[config.mk]
export PLATFORM = sky130hd
export DESIGN_NAME = izigzag_stream_flat
export DESIGN_NICKNAME = d
export VERILOG_FILES = /design/src/rtl/izigzag_stream_if.sv /design/src/rtl/izigzag_stream.sv /design/src/flat_wrapper.sv
export SDC_FILE = /design/constraint.sdc
export NUM_CORES = 1
export LEC_CHECK = 0
export ABC_CLOCK_PERIOD_IN_PS = 7100
export CAP_MARGIN = 20
export CORE_ASPECT_RATIO = 0.7
export CORE_UTILIZATION = 40
export DETAILED_ROUTE_END_ITERATION = 10
export RECOVER_POWER = 25
export SYNTH_ARGS = -nofsm -noshare
export SYNTH_HDL_FRONTEND = slang
export SYNTH_SLANG_ARGS = --single-unit
[constraint.sdc]
create_clock -name clk -period 7.1 [get_ports clk]
set_input_delay 1.065 -clock clk [delete_from_list [all_inputs] [get_ports clk]]
set_output_delay 1.065 -clock clk [all_outputs]
set_load 0.005 [all_outputs]
[src/rtl/izigzag_stream_if.sv]
// Stream bundle for the inverse zigzag block: zigzag-ordered coefficient
// input on one side, raster rows out on the other.
interface izigzag_stream_if #(
  parameter int N = 8
);
  logic           in_valid;
  logic           in_ready;
  logic [N-1:0]   in_data;
  logic           in_eob;
  logic           out_valid;
  logic           out_ready;
  logic [8*N-1:0] out_row;
  logic [2:0]     out_row_idx;
  logic           out_last;

  // Environment side: feeds coefficients and consumes rows.
  modport master (
    output in_valid, in_data, in_eob, out_ready,
    input  in_ready, out_valid, out_row, out_row_idx, out_last
  );

  // Block side.
  modport slave (
    input  in_valid, in_data, in_eob, out_ready,
    output in_ready, out_valid, out_row, out_row_idx, out_last
  );
endinterface

[src/rtl/izigzag_stream.sv]
// Inverse zigzag reorder: 64 zigzag-ordered coefficients in, 8 raster rows out.
// Define IZZ_EOB_EN to allow early end-of-block with zero-filled unwritten positions.
module izigzag_stream #(
  parameter int N = 8
) (
  input  logic              clk,
  input  logic              rst_n,
  izigzag_stream_if.slave   bus
);

  typedef enum logic {FILL, DRAIN} state_t;

  // Zigzag scan index -> raster position (row*8 + col), standard JPEG order.
  localparam logic [5:0] ZZ_LUT [64] = '{
     0,  1,  8, 16,  9,  2,  3, 10, 17, 24, 32, 25, 18, 11,  4,  5,
    12, 19, 26, 33, 40, 48, 41, 34, 27, 20, 13,  6,  7, 14, 21, 28,
    35, 42, 49, 56, 57, 50, 43, 36, 29, 22, 15, 23, 30, 37, 44, 51,
    58, 59, 52, 45, 38, 31, 39, 46, 53, 60, 61, 54, 47, 55, 62, 63
  };

  state_t       state_q, state_d;
  logic [5:0]   zz_cnt;
  logic [2:0]   row_cnt;
  logic [5:0]   wr_pos;
  logic         in_fire;
  logic         out_fire;
  logic         last_beat;
  logic         last_row;
  logic [N-1:0] coef_buf [64];

  // Fire terms come from the state register, not from the ready/valid outputs,
  // so the handshake outputs have no combinational path back into themselves.
  assign in_fire  = bus.in_valid  && (state_q == FILL);
  assign out_fire = bus.out_ready && (state_q == DRAIN);
  assign wr_pos   = ZZ_LUT[zz_cnt];
  assign last_row = (row_cnt == 3'd7);

`ifdef IZZ_EOB_EN
  logic [63:0] mask;
  assign last_beat = (zz_cnt == 6'd63) || bus.in_eob;
`else
  logic unused_eob;
  assign unused_eob = bus.in_eob;
  assign last_beat  = (zz_cnt == 6'd63);
`endif

  // NOTE: every output of a combinational block gets a default first, so no
  // path through the case statement can leave a latch behind.
  always_comb begin
    state_d       = state_q;
    bus.in_ready  = 1'b0;
    bus.out_valid = 1'b0;
    case (state_q)
      FILL: begin
        bus.in_ready = 1'b1;
        if (in_fire && last_beat) state_d = DRAIN;
      end
      DRAIN: begin
        bus.out_valid = 1'b1;
        if (out_fire && last_row) state_d = FILL;
      end
      default: state_d = FILL;
    endcase
  end

  // NOTE: registered state uses non-blocking assignments so every flop
  // samples pre-edge values regardless of statement order.
  always_ff @(posedge clk or negedge rst_n) begin
    if (!rst_n) begin
      state_q <= FILL;
      zz_cnt  <= '0;
      row_cnt <= '0;
    end else begin
      state_q <= state_d;
      if (in_fire)  zz_cnt  <= last_beat ? 6'd0 : zz_cnt + 6'd1;
      if (out_fire) row_cnt <= row_cnt + 3'd1;
    end
  end

`ifdef IZZ_EOB_EN
  always_ff @(posedge clk or negedge rst_n) begin
    if (!rst_n) begin
      mask <= '0;
    end else if (in_fire) begin
      mask[wr_pos] <= 1'b1;
    end else if (out_fire && last_row) begin
      mask <= '0;
    end
  end
`endif

  // NOTE: the coefficient buffer is deliberately not reset; a full block (or
  // the written mask) always covers every position before it is read.
  always_ff @(posedge clk) begin
    if (in_fire) coef_buf[wr_pos] <= bus.in_data;
  end

  always_comb begin
    bus.out_row = '0;
    for (int c = 0; c < 8; c++) begin
`ifdef IZZ_EOB_EN
      bus.out_row[N*c +: N] = mask[{row_cnt, 3'(c)}] ? coef_buf[{row_cnt, 3'(c)}] : '0;
`else
      bus.out_row[N*c +: N] = coef_buf[{row_cnt, 3'(c)}];
`endif
    end
  end

  assign bus.out_row_idx = row_cnt;
  assign bus.out_last    = (state_q == DRAIN) && last_row;

endmodule

[src/flat_wrapper.sv]
// flat-port wrapper written by rule: the top's interface ports become plain ports
module izigzag_stream_flat 
#(
  parameter int N = 8
)
  (clk, rst_n, bus_in_valid, bus_in_data, bus_in_eob, bus_out_ready, bus_in_ready, bus_out_valid, bus_out_row, bus_out_row_idx, bus_out_last);
  izigzag_stream_if #(.N(N)) bus_i ();
  input  logic clk;
  input  logic rst_n;
  input wire logic [$bits(bus_i.in_valid)-1:0] bus_in_valid;
  input wire logic [$bits(bus_i.in_data)-1:0] bus_in_data;
  input wire logic [$bits(bus_i.in_eob)-1:0] bus_in_eob;
  input wire logic [$bits(bus_i.out_ready)-1:0] bus_out_ready;
  output wire logic [$bits(bus_i.in_ready)-1:0] bus_in_ready;
  output wire logic [$bits(bus_i.out_valid)-1:0] bus_out_valid;
  output wire logic [$bits(bus_i.out_row)-1:0] bus_out_row;
  output wire logic [$bits(bus_i.out_row_idx)-1:0] bus_out_row_idx;
  output wire logic [$bits(bus_i.out_last)-1:0] bus_out_last;
  assign bus_i.in_valid = bus_in_valid;
  assign bus_i.in_data = bus_in_data;
  assign bus_i.in_eob = bus_in_eob;
  assign bus_i.out_ready = bus_out_ready;
  assign bus_in_ready = bus_i.in_ready;
  assign bus_out_valid = bus_i.out_valid;
  assign bus_out_row = bus_i.out_row;
  assign bus_out_row_idx = bus_i.out_row_idx;
  assign bus_out_last = bus_i.out_last;
  izigzag_stream #(.N(N)) u_core (.clk(clk), .rst_n(rst_n), .bus(bus_i));
endmodule
==> results of run 1 <==
## worst max-delay path, delay by kind of cell (launching register included)
| kind | cells | cell delay (ps) |
|---|---|---|
| muxes | 2 | 900 |
| DFF | 1 | 860 |
| buffers and inverters | 2 | 1110 |
## cell type report
cell class | count | share of cell area
Sequential cell | 522 | 0.623
Tap cell | 684 | 0.0341
Clock buffer | 55 | 0.0506
Clock inverter | 34 | 0.0124
Multi-Input combinational cell | 448 | 0.226
Timing Repair Buffer | 154 | 0.0521
Inverter | 9 | 0.00135
## cell families (layout without fill, tap and decap cells)
| logic type | Yosys count | count (layout) | synth area share |
|---|---|---|---|
| XOR/XNOR | 2 | 2 | 0.000819 |
| adder cells (fa/ha/maj) | 24 | 24 | 0.0140 |
| buffers and inverters | 71 | 252 | 0.0155 |
| flip-flops | 522 | 522 | 0.731 |
| multiplexers | 200 | 200 | 0.173 |
| AO/OA/AOI/OAI | 64 | 64 | 0.0214 |
| AND/OR/NAND/NOR | 158 | 158 | 0.0444 |
## through the flow
stage / power (uW) / hold WS [ps] / cells
after detailed placement: 5880 / 616 / 1802
after global routing: 8780 / 651 / 1906
after global placement: 5830 / 596 / 1802
after floorplan: 4930 / 544 / 1041
after CTS: 8480 / 633 / 1891
final: 8450 / 632 / 1906
## power by group through the flow
| stage | combinational (uW) | sequential (uW) | clock, uW |
|---|---|---|---|
| 3_5_place_dp | 2080 | 3800 | 0 |
| 4_1_cts | 2090 | 3740 | 2660 |
| 3_3_place_gp | 2040 | 3790 | 0 |
| 5_1_grt | 2240 | 3760 | 2780 |
| 6_report | 2100 | 3740 | 2600 |
| 2_1_floorplan | 1170 | 3750 | 0 |
## state kept, by name, summed over array words and instances (netlist names)
| signal | flops |
|---|---|
| u_core.bus.out_row_idx | 3 |
| u_core.state_q | 1 |
| u_core.coef_buf | 512 |
| u_core.zz_cnt | 6 |
## per-layer routing
layer	track usage	part of all wire	vias up
met5	0	0	-
met4	0.0419	0.019	0
met3	0.0263	0.048	61
met2	0.271	0.47	292
met1	0.252	0.46	5651
li1	-	-	4665
## final timing paths
kind	from	to	slack, ps	depth (start not counted)
max in group asynchronous	rst_n	u_core.bus.out_row_idx[2]$_DFFE_PN0P_	5790	1
hold / removal	u_core.state_q$_DFF_PN0_	u_core.state_q$_DFF_PN0_	630	2
min in group asynchronous	rst_n	u_core.zz_cnt[4]$_DFFE_PN0P_	910	1
setup / recovery	u_core.bus.out_row_idx[0]$_DFFE_PN0P_	bus_out_row[31]	2550	4
hold reg to reg	u_core.state_q$_DFF_PN0_	u_core.state_q$_DFF_PN0_	630	2
setup reg to reg	u_core.zz_cnt[0]$_DFFE_PN0P_	u_core.coef_buf[50][4]$_DFFE_PP_	2610	8
## cell usage in the layout, fill, tap and decap left out, types with 16 or more instances in the layout
cell               n
edfxtp_1         512
mux4_2           129
clkdlybuf4s50_1   72
mux2_2            68
buf_4             55
clkbuf_16         50
nor4_2            40
ha_1              24
nand2_1           21
nor3_1            20
clkbuf_1          16
==> results.py, run 1 <==
metrics = {
    "run_status": {
        "status": "complete, but fails checks",
        "violations": "capacitance limit, slew limit",
    },
    "cells_and_area": {
        "multi_input_area_mm2": 0.00567,
        "final_nets": 1220,
        "final.fill_count": 4311,
        "antenna-diode-count": 0,
        "drive_gt1_frac": 0.320,
        "postLayoutCoreUtil": 0.478,
        "seq_area_mm2": 0.0156,
        "postLayoutCellArea_mm2": 0.0251,
        "syn2layout_area_growth_pct": 17.3,
    },
    "global_route": {
        "grt_util_all_layers": 0.172,
        "antenna_found_initial": 0,
        "grt_pass1_vias": 10906,
        "grt_max_degree": 129,
        "overflow": 0,
        "grt_pass1_wl_um": 70000,
    },
    "clock_network": {
        "hold_buffers": 0,
        "cts.clk_slew.worst_paths_ps": 60,
        "postCtsSetupBuffers": 0,
        "cts.path.max_buffers": 3,
        "cts_tree": "done",
        "cts_buffers": 48,
        "clock-root-buffer": "clkbuf_16",
        "insertion_delay_ps": 570,
        "cts_resized": 0,
        "cts.sinks": 522,
        "cts_max_level": 2,
    },
    "worst_hold_path": {
        "hold_path_class": "reg2reg",
    },
    "detailed_routing": {
        "wirelength_um": 46500,
        "drt-pass1-iter-count": 5,
        "vias": 10669,
        "ant_nets": 0,
        "post_drt_wl_per_cell_um": 24.4,
        "drt_iter0_drc": 853,
        "drc_errors": 0,
        "via_per_inst": 5.60,
    },
    "timing": {
        "final.setup.worst_slack_ps": 2550,
        "fin_skew_ps": 14.1,
        "setup_viol": 0,
        "clock.fmax_ghz": 0.220,
        "fin_tns_setup_ps": 0,
        "period_minus_slack_ps": 4550,
        "hold_viol": 0,
        "worst_slew_pin_slew_ps": 3310,
        "slew_headroom": -1.21,
        "fin_crit_sh": 0.642,
        "rsz0062_at_grt": "no",
        "drv_slew": 459,
    },
    "pwr": {
        "power_density_mw_per_mm2": 337,
        "pwr-share-comb": 0.249,
        "peakVddDrop_v": 0.000387,
        "power.share.switching": 0.316,
        "p_int_uw": 5780,
        "leakagePower_uw": 0.00763,
        "clkPwrFrac": 0.308,
        "p_sw_uw": 2670,
        "share_seq_of_total_power": 0.443,
    },
    "floorplanning": {
        "coreArea_mm2": 0.0525,
        "die_h_um": 195,
        "dieArea_mm2": 0.0544,
        "start_util": 0.408,
        "rows": 70,
        "pin_count": 83,
        "die_x_um": 278,
    },
    "critical_path": {
        "critPathKind": "reg2out",
        "crit_chain": "buf_4 > mux4_2 > mux2_2 > clkdlybuf4s50_1",
        "required_ps": 6030,
        "crit_slowest_cell": "dfrtp_4",
        "setup.worst_path.end_class": "primary output",
        "slowest_delay_ps": 860,
        "critPathArrivalTime_ps": 3490,
        "cp_max_fo": 34,
        "cp-start-kind": "flop",
    },
    "placed_design": {
        "portBuffers": 81,
        "gp_congestion": 0.822,
        "dp_slack_ps": 2670,
        "place_area_mm2": 0.0234,
        "hpwl_um": 26300,
    },
    "synthesis": {
        "async_flop_share": 0.0192,
        "yosysMostFrequentCell": "edfxtp_1",
        "syn_nets": 1078,
        "synth_top_area_share": 0.719,
        "yosys.area.top_type": "edfxtp_1",
        "synth-seq-cells": 522,
        "yosys.cell_types.count": 60,
        "netlist_top_cells_area": "edfxtp_1 (72%), mux4_2 (14%), mux2_2 (3.6%)",
        "synthesis.area_mm2": 0.0214,
        "synth_edf_count": 512,
        "synth_cells": 1041,
        "synthTopCellsByCount": "edfxtp_1 (512), mux4_2 (129), mux2_2 (68), nor4_1 (46), buf_2 (30)",
        "yosysSeqAreaShare": 0.731,
        "yosys_warnings": 0,
        "synth_flop_cell": "edfxtp_1",
        "syn_area_per_cell_um2": 20.5,
    },
    "run": {
        "maxCapViolations": 8,
    },
}
No activity file was read; power rests on OpenSTA's default activity.
==> inputs of run 2 (changes only) <==
--- a/config.mk
+++ b/config.mk
@@ -5,7 +5,7 @@
 export SDC_FILE = /design/constraint.sdc
 export NUM_CORES = 1
 export LEC_CHECK = 0
-export ABC_CLOCK_PERIOD_IN_PS = 7100
+export ABC_CLOCK_PERIOD_IN_PS = 4700
 export CAP_MARGIN = 20
 export CORE_ASPECT_RATIO = 0.7
 export CORE_UTILIZATION = 40
==> constraint.sdc (replaced) <==
create_clock -name clk -period 4.7 [get_ports clk]
set_input_delay 0.705 -clock clk [delete_from_list [all_inputs] [get_ports clk]]
set_output_delay 0.705 -clock clk [all_outputs]
set_load 0.005 [all_outputs]
==> run 2 against run 1 <==
Effect of this change: the flow still finishes with violations (capacitance limit, slew limit); critical path depth rose by 4; via count shrank 0.58%; die area stayed put; non-clock buffer count grew 27; setup slack got worse by 1800 ps; highest routed layer unchanged.
==> results.py, run 2 (synthesis gave the netlist of run 1 again) <==
metrics = {
    "pwr": {
        "peakVddDrop_v": 0.000314,
        "leakagePower_uw": 0.00783,
        "power_density_mw_per_mm2": 515,
    },
    "clock_network": {
        "hold_buffers": 0,
        "cts_tree": "done",
        "cts.path.max_buffers": 3,
        "insertion_delay_ps": 570,
        "cts.sinks": 522,
        "clock-root-buffer": "clkbuf_16",
        "cts_buffers": 48,
        "cts_max_level": 2,
        "cts.clk_slew.worst_paths_ps": 60,
        "cts_resized": 0,
        "postCtsSetupBuffers": 0,
    },
    "cells_and_area": {
        "final_nets": 1247,
        "antenna-diode-count": 0,
        "regMostFlops": "u_core.coef_buf",
        "final_cell_mix": "edfxtp_1 (512), mux4_2 (129), buf_4 (83)",
        "final_common_cell": "edfxtp_1",
        "largest_reg_flops": 512,
        "final.fill_count": 4259,
        "drive_gt1_frac": 0.340,
        "syn2layout_area_growth_pct": 19.0,
    },
    "global_route": {
        "overflow": 0,
        "grt_pass1_vias": 11002,
        "grt_max_degree": 68,
        "antenna_found_initial": 0,
        "grt_util_all_layers": 0.172,
        "grt_pass1_wl_um": 70200,
    },
    "floorplanning": {
        "coreArea_mm2": 0.0525,
        "rows": 70,
        "die_h_um": 195,
        "pin_count": 83,
        "start_util": 0.408,
        "die_x_um": 278,
        "dieArea_mm2": 0.0544,
    },
    "detailed_routing": {
        "via_per_inst": 5.48,
        "post_drt_wl_per_cell_um": 24.0,
        "vias": 10607,
        "wl_met2_um": 21400,
        "drt_iter0_drc": 737,
        "drc_errors": 0,
        "wirelength_um": 46400,
        "wl_met3_um": 2040,
        "met1_length_um": 22300,
        "top_layer_used": "met4",
        "drt-pass1-iter-count": 5,
        "ant_nets": 0,
    },
    "timing": {
        "clock.fmax_ghz": 0.254,
        "period_minus_slack_ps": 3930,
        "holdWs_ps": 549,
        "hold_viol": 0,
        "worst_slew_pin_slew_ps": 3240,
        "rsz0062_at_grt": "no",
        "fin_tns_setup_ps": 0,
        "slew_headroom": -1.16,
        "fin_skew_ps": 19.1,
        "fin_crit_sh": 0.836,
        "drv_slew": 455,
        "final.setup.worst_slack_ps": 770,
        "setup_viol": 0,
    },
    "critical_path": {
        "setup.worst_path.end_class": "flop",
        "cp_max_fo": 10,
        "rr_worst_depth": 8,
        "cp-start-kind": "flop",
        "required_ps": 4890,
        "critPathArrivalTime_ps": 4120,
        "critPathKind": "reg2reg",
    },
    "worst_hold_path": {
        "hold_path_class": "in2async",
    },
    "placed_design": {
        "dp_slack_ps": 551,
        "portBuffers": 81,
        "hpwl_um": 27600,
        "gp_congestion": 0.894,
    },
    "run_status": {
        "violations": "capacitance limit, slew limit",
        "status": "complete, but fails checks",
    },
    "run": {
        "maxCapViolations": 7,
    },
}
[run 2: report_power, final]
part	total (uW)	internal (uW)	switching, uW
Combinational	3370	1200	2170
Clock	4090	2390	1700
Sequential	5640	5500	133
[run 2: worst paths after layout]
path	startpoint	to	slack, ps
hold reg to reg	u_core.state_q$_DFF_PN0_	u_core.state_q$_DFF_PN0_	670
min in group clk	u_core.state_q$_DFF_PN0_	u_core.state_q$_DFF_PN0_	670
setup reg to reg	u_core.zz_cnt[0]$_DFFE_PN0P_	u_core.coef_buf[59][7]$_DFFE_PP_	770
setup / recovery	u_core.zz_cnt[0]$_DFFE_PN0P_	u_core.coef_buf[59][7]$_DFFE_PP_	770
hold / removal	rst_n	u_core.bus.out_row_idx[1]$_DFFE_PN0P_	550
max in group asynchronous	rst_n	u_core.bus.out_row_idx[0]$_DFFE_PN0P_	3770
[run 2: final cells by class]
cell class / count / area, um^2 / area share
Inverter: 9 / 33.8 / 0.00133
Tap cell: 684 / 856 / 0.0336
Sequential cell: 522 / 15600 / 0.614
Clock buffer: 56 / 1270 / 0.0501
Multi-Input combinational cell: 448 / 5670 / 0.223
Clock inverter: 34 / 394 / 0.0155
Timing Repair Buffer: 181 / 1590 / 0.0624
[run 2: per-stage QoR]
| step | instance area, um^2 | instances | power, uW | utilization |
|---|---|---|---|---|
| 2_1_floorplan | 21400 | 1041 | 7440 | - |
| 3_3_place_gp | 23700 | 1833 | 8980 | 0.452 |
| 3_5_place_dp | 23700 | 1836 | 9020 | 0.452 |
| 4_1_cts | 25400 | 1926 | 13100 | 0.484 |
| 5_1_grt | 25400 | 1934 | 13600 | 0.485 |
| 6_report | 25400 | 1934 | 13100 | 0.485 |
[run 2: per-layer routing]
layer | global-route usage | vias to the layer above
li1 | - | 4727
met1 | 0.266 | 5584
met2 | 0.259 | 234
met3 | 0.0262 | 62
met4 | 0.0325 | 0
met5 | 0 | -
[run 2: critical path: stages, from the launching register on]
cell      delay, ps
dfrtp_1         570
inv_1           260
ha_1            470
nand2_1         200
a311oi_1        130
o21ai_0         580
o211ai_1        240
buf_4           240
nor4_2          850
==> inputs of run 3 (changes only) <==
--- a/config.mk
+++ b/config.mk
@@ -5,7 +5,7 @@
 export SDC_FILE = /design/constraint.sdc
 export NUM_CORES = 1
 export LEC_CHECK = 0
-export ABC_CLOCK_PERIOD_IN_PS = 4700
+export ABC_CLOCK_PERIOD_IN_PS = 3800
 export CAP_MARGIN = 20
 export CORE_ASPECT_RATIO = 0.7
 export CORE_UTILIZATION = 40
==> constraint.sdc (replaced) <==
create_clock -name clk -period 3.8 [get_ports clk]
set_input_delay 0.57 -clock clk [delete_from_list [all_inputs] [get_ports clk]]
set_output_delay 0.57 -clock clk [all_outputs]
set_load 0.005 [all_outputs]
==> run 3 against run 2 <==
Effect of this change: the run still ends with capacitance limit, slew limit left; non-clock buffer count is 10 higher; critical path depth did not move; setup slack lost 400 ps; flip-flop and latch count is the same; maximum frequency rose by 15%; clock power increased by 7.6%; register-to-register slack got worse by 400 ps; cell count grew 0.10%; critical path type unchanged; critical endpoint is now u_core.coef_buf[29][4]$_DFFE_PP_; highest routed layer unchanged.
==> results.py, run 3 (synthesis gave the netlist of run 1 again) <==
metrics = {
    "run_status": {
        "status": "complete, but fails checks",
        "violations": "capacitance limit, slew limit",
    },
    "worst_hold_path": {
        "hold_path_class": "in2async",
    },
    "clock_network": {
        "cts_tree": "done",
        "clock-root-buffer": "clkbuf_16",
        "cts_max_level": 2,
        "insertion_delay_ps": 560,
        "cts.clk_slew.worst_paths_ps": 70,
        "postCtsSetupBuffers": 0,
        "cts.path.max_buffers": 3,
        "hold_buffers": 0,
        "cts.sinks": 522,
        "cts_buffers": 47,
        "cts_resized": 0,
    },
    "timing": {
        "fin_crit_sh": 0.903,
        "hold_viol": 0,
        "fin_skew_ps": 18.9,
        "clock.fmax_ghz": 0.292,
        "setup_viol": 0,
        "fin_tns_setup_ps": 0,
        "slew_headroom": -0.446,
        "drv_slew": 181,
        "rsz0062_at_grt": "no",
        "worst_slew_pin_slew_ps": 2170,
        "period_minus_slack_ps": 3430,
        "final.setup.worst_slack_ps": 370,
    },
    "floorplanning": {
        "pin_count": 83,
        "dieArea_mm2": 0.0544,
        "coreArea_mm2": 0.0525,
        "die_h_um": 195,
        "rows": 70,
        "die_x_um": 278,
        "start_util": 0.408,
    },
    "cells_and_area": {
        "drive_gt1_frac": 0.335,
        "final_common_cell": "edfxtp_1",
        "syn2layout_area_growth_pct": 18.1,
        "largest_reg_flops": 512,
        "antenna-diode-count": 0,
        "final.fill_count": 4290,
        "final_nets": 1256,
        "seq_area_mm2": 0.0156,
        "regMostFlops": "u_core.coef_buf",
        "final_cell_mix": "edfxtp_1 (512), mux4_2 (129), buf_4 (101)",
        "multi_input_area_mm2": 0.00568,
    },
    "placed_design": {
        "gp_congestion": 0.899,
        "portBuffers": 81,
        "hpwl_um": 28400,
        "dp_slack_ps": 440,
    },
    "global_route": {
        "grt_max_degree": 65,
        "grt_pass1_vias": 10879,
        "antenna_found_initial": 0,
        "grt_pass1_wl_um": 70600,
        "overflow": 0,
        "grt_util_all_layers": 0.174,
    },
    "detailed_routing": {
        "wirelength_um": 47000,
        "vias": 10771,
        "drt_iter0_drc": 885,
        "via_per_inst": 5.56,
        "drc_errors": 0,
        "post_drt_wl_per_cell_um": 24.3,
        "drt-pass1-iter-count": 5,
        "ant_nets": 0,
    },
    "pwr": {
        "leakagePower_uw": 0.00775,
        "power_density_mw_per_mm2": 610,
        "peakVddDrop_v": 0.000423,
    },
    "run": {
        "maxCapViolations": 4,
    },
    "critical_path": {
        "required_ps": 4050,
        "rr_worst_depth": 8,
        "critPathArrivalTime_ps": 3680,
        "cp_max_fo": 8,
        "critPathKind": "reg2reg",
        "cp-start-kind": "flop",
        "setup.worst_path.end_class": "flop",
    },
}
[run 3: cell types whose count changed in the layout (fill, tap and decap cells not counted), sizes merged]
cell,delta
clkinvlp,-1
bufinv,-7
clkbuf,+1
buf,+12
clkinv,-3
[run 3: where the power goes]
part	total, uW	switching, uW	internal [uW]
logic	4070	2710	1360
registers	6940	139	6800
clock network	4400	2020	2380
total	15400	4870	10500
[run 3: layer usage]
metal  vias up  share of wire  routed length, um  GRT usage
li1       4741              -                  -          -
met1      5719           0.48              22400      0.262
met2       251           0.47              22100      0.271
met3        60          0.039               1850     0.0249
met4         0          0.015                693     0.0321
met5         -              0                  0          0
[run 3: through the flow]
| step | cell area, um^2 | utilization | total power, uW | cells | hold WS [ps] |
|---|---|---|---|---|---|
| after CTS | 25200 | 0.481 | 15500 | 1932 | 319 |
| after floorplan | 21400 | - | 9200 | 1041 | 274 |
| after detailed placement | 23800 | 0.454 | 11100 | 1850 | 614 |
| after global placement | 23800 | 0.454 | 11000 | 1848 | 597 |
| final | 25200 | 0.481 | 15400 | 1936 | 395 |
| after global routing | 25200 | 0.481 | 16000 | 1936 | 411 |
[run 3: final timing paths]
path,end,from,slack [ps]
min reg2reg,u_core.state_q$_DFF_PN0_,u_core.state_q$_DFF_PN0_,620
min in group clk,u_core.state_q$_DFF_PN0_,u_core.state_q$_DFF_PN0_,620
max reg2reg,u_core.coef_buf[29][4]$_DFFE_PP_,u_core.zz_cnt[0]$_DFFE_PN0P_,370
min,u_core.zz_cnt[3]$_DFFE_PN0P_,rst_n,400
max,u_core.coef_buf[29][4]$_DFFE_PP_,u_core.zz_cnt[0]$_DFFE_PN0P_,370
max in group asynchronous,u_core.bus.out_row_idx[0]$_DFFE_PN0P_,rst_n,3050
[run 3: final cells by class]
class | instances | area share
clock inverters | 23 | 0.00605
flip-flops and latches | 522 | 0.619
repair buffers | 191 | 0.0653
well taps | 684 | 0.0339
multi-input cells | 448 | 0.225
clock buffers | 59 | 0.0492
inverters | 9 | 0.00134
[run 3: critical path: stages, from the launching register on]
cell and delay [ps]:
dfrtp_1 390, inv_1 260, ha_1 380, nand2b_1 240
and4_1 230, nor4_4 390, nand4_1 570, nor4_2 390
buf_4 260
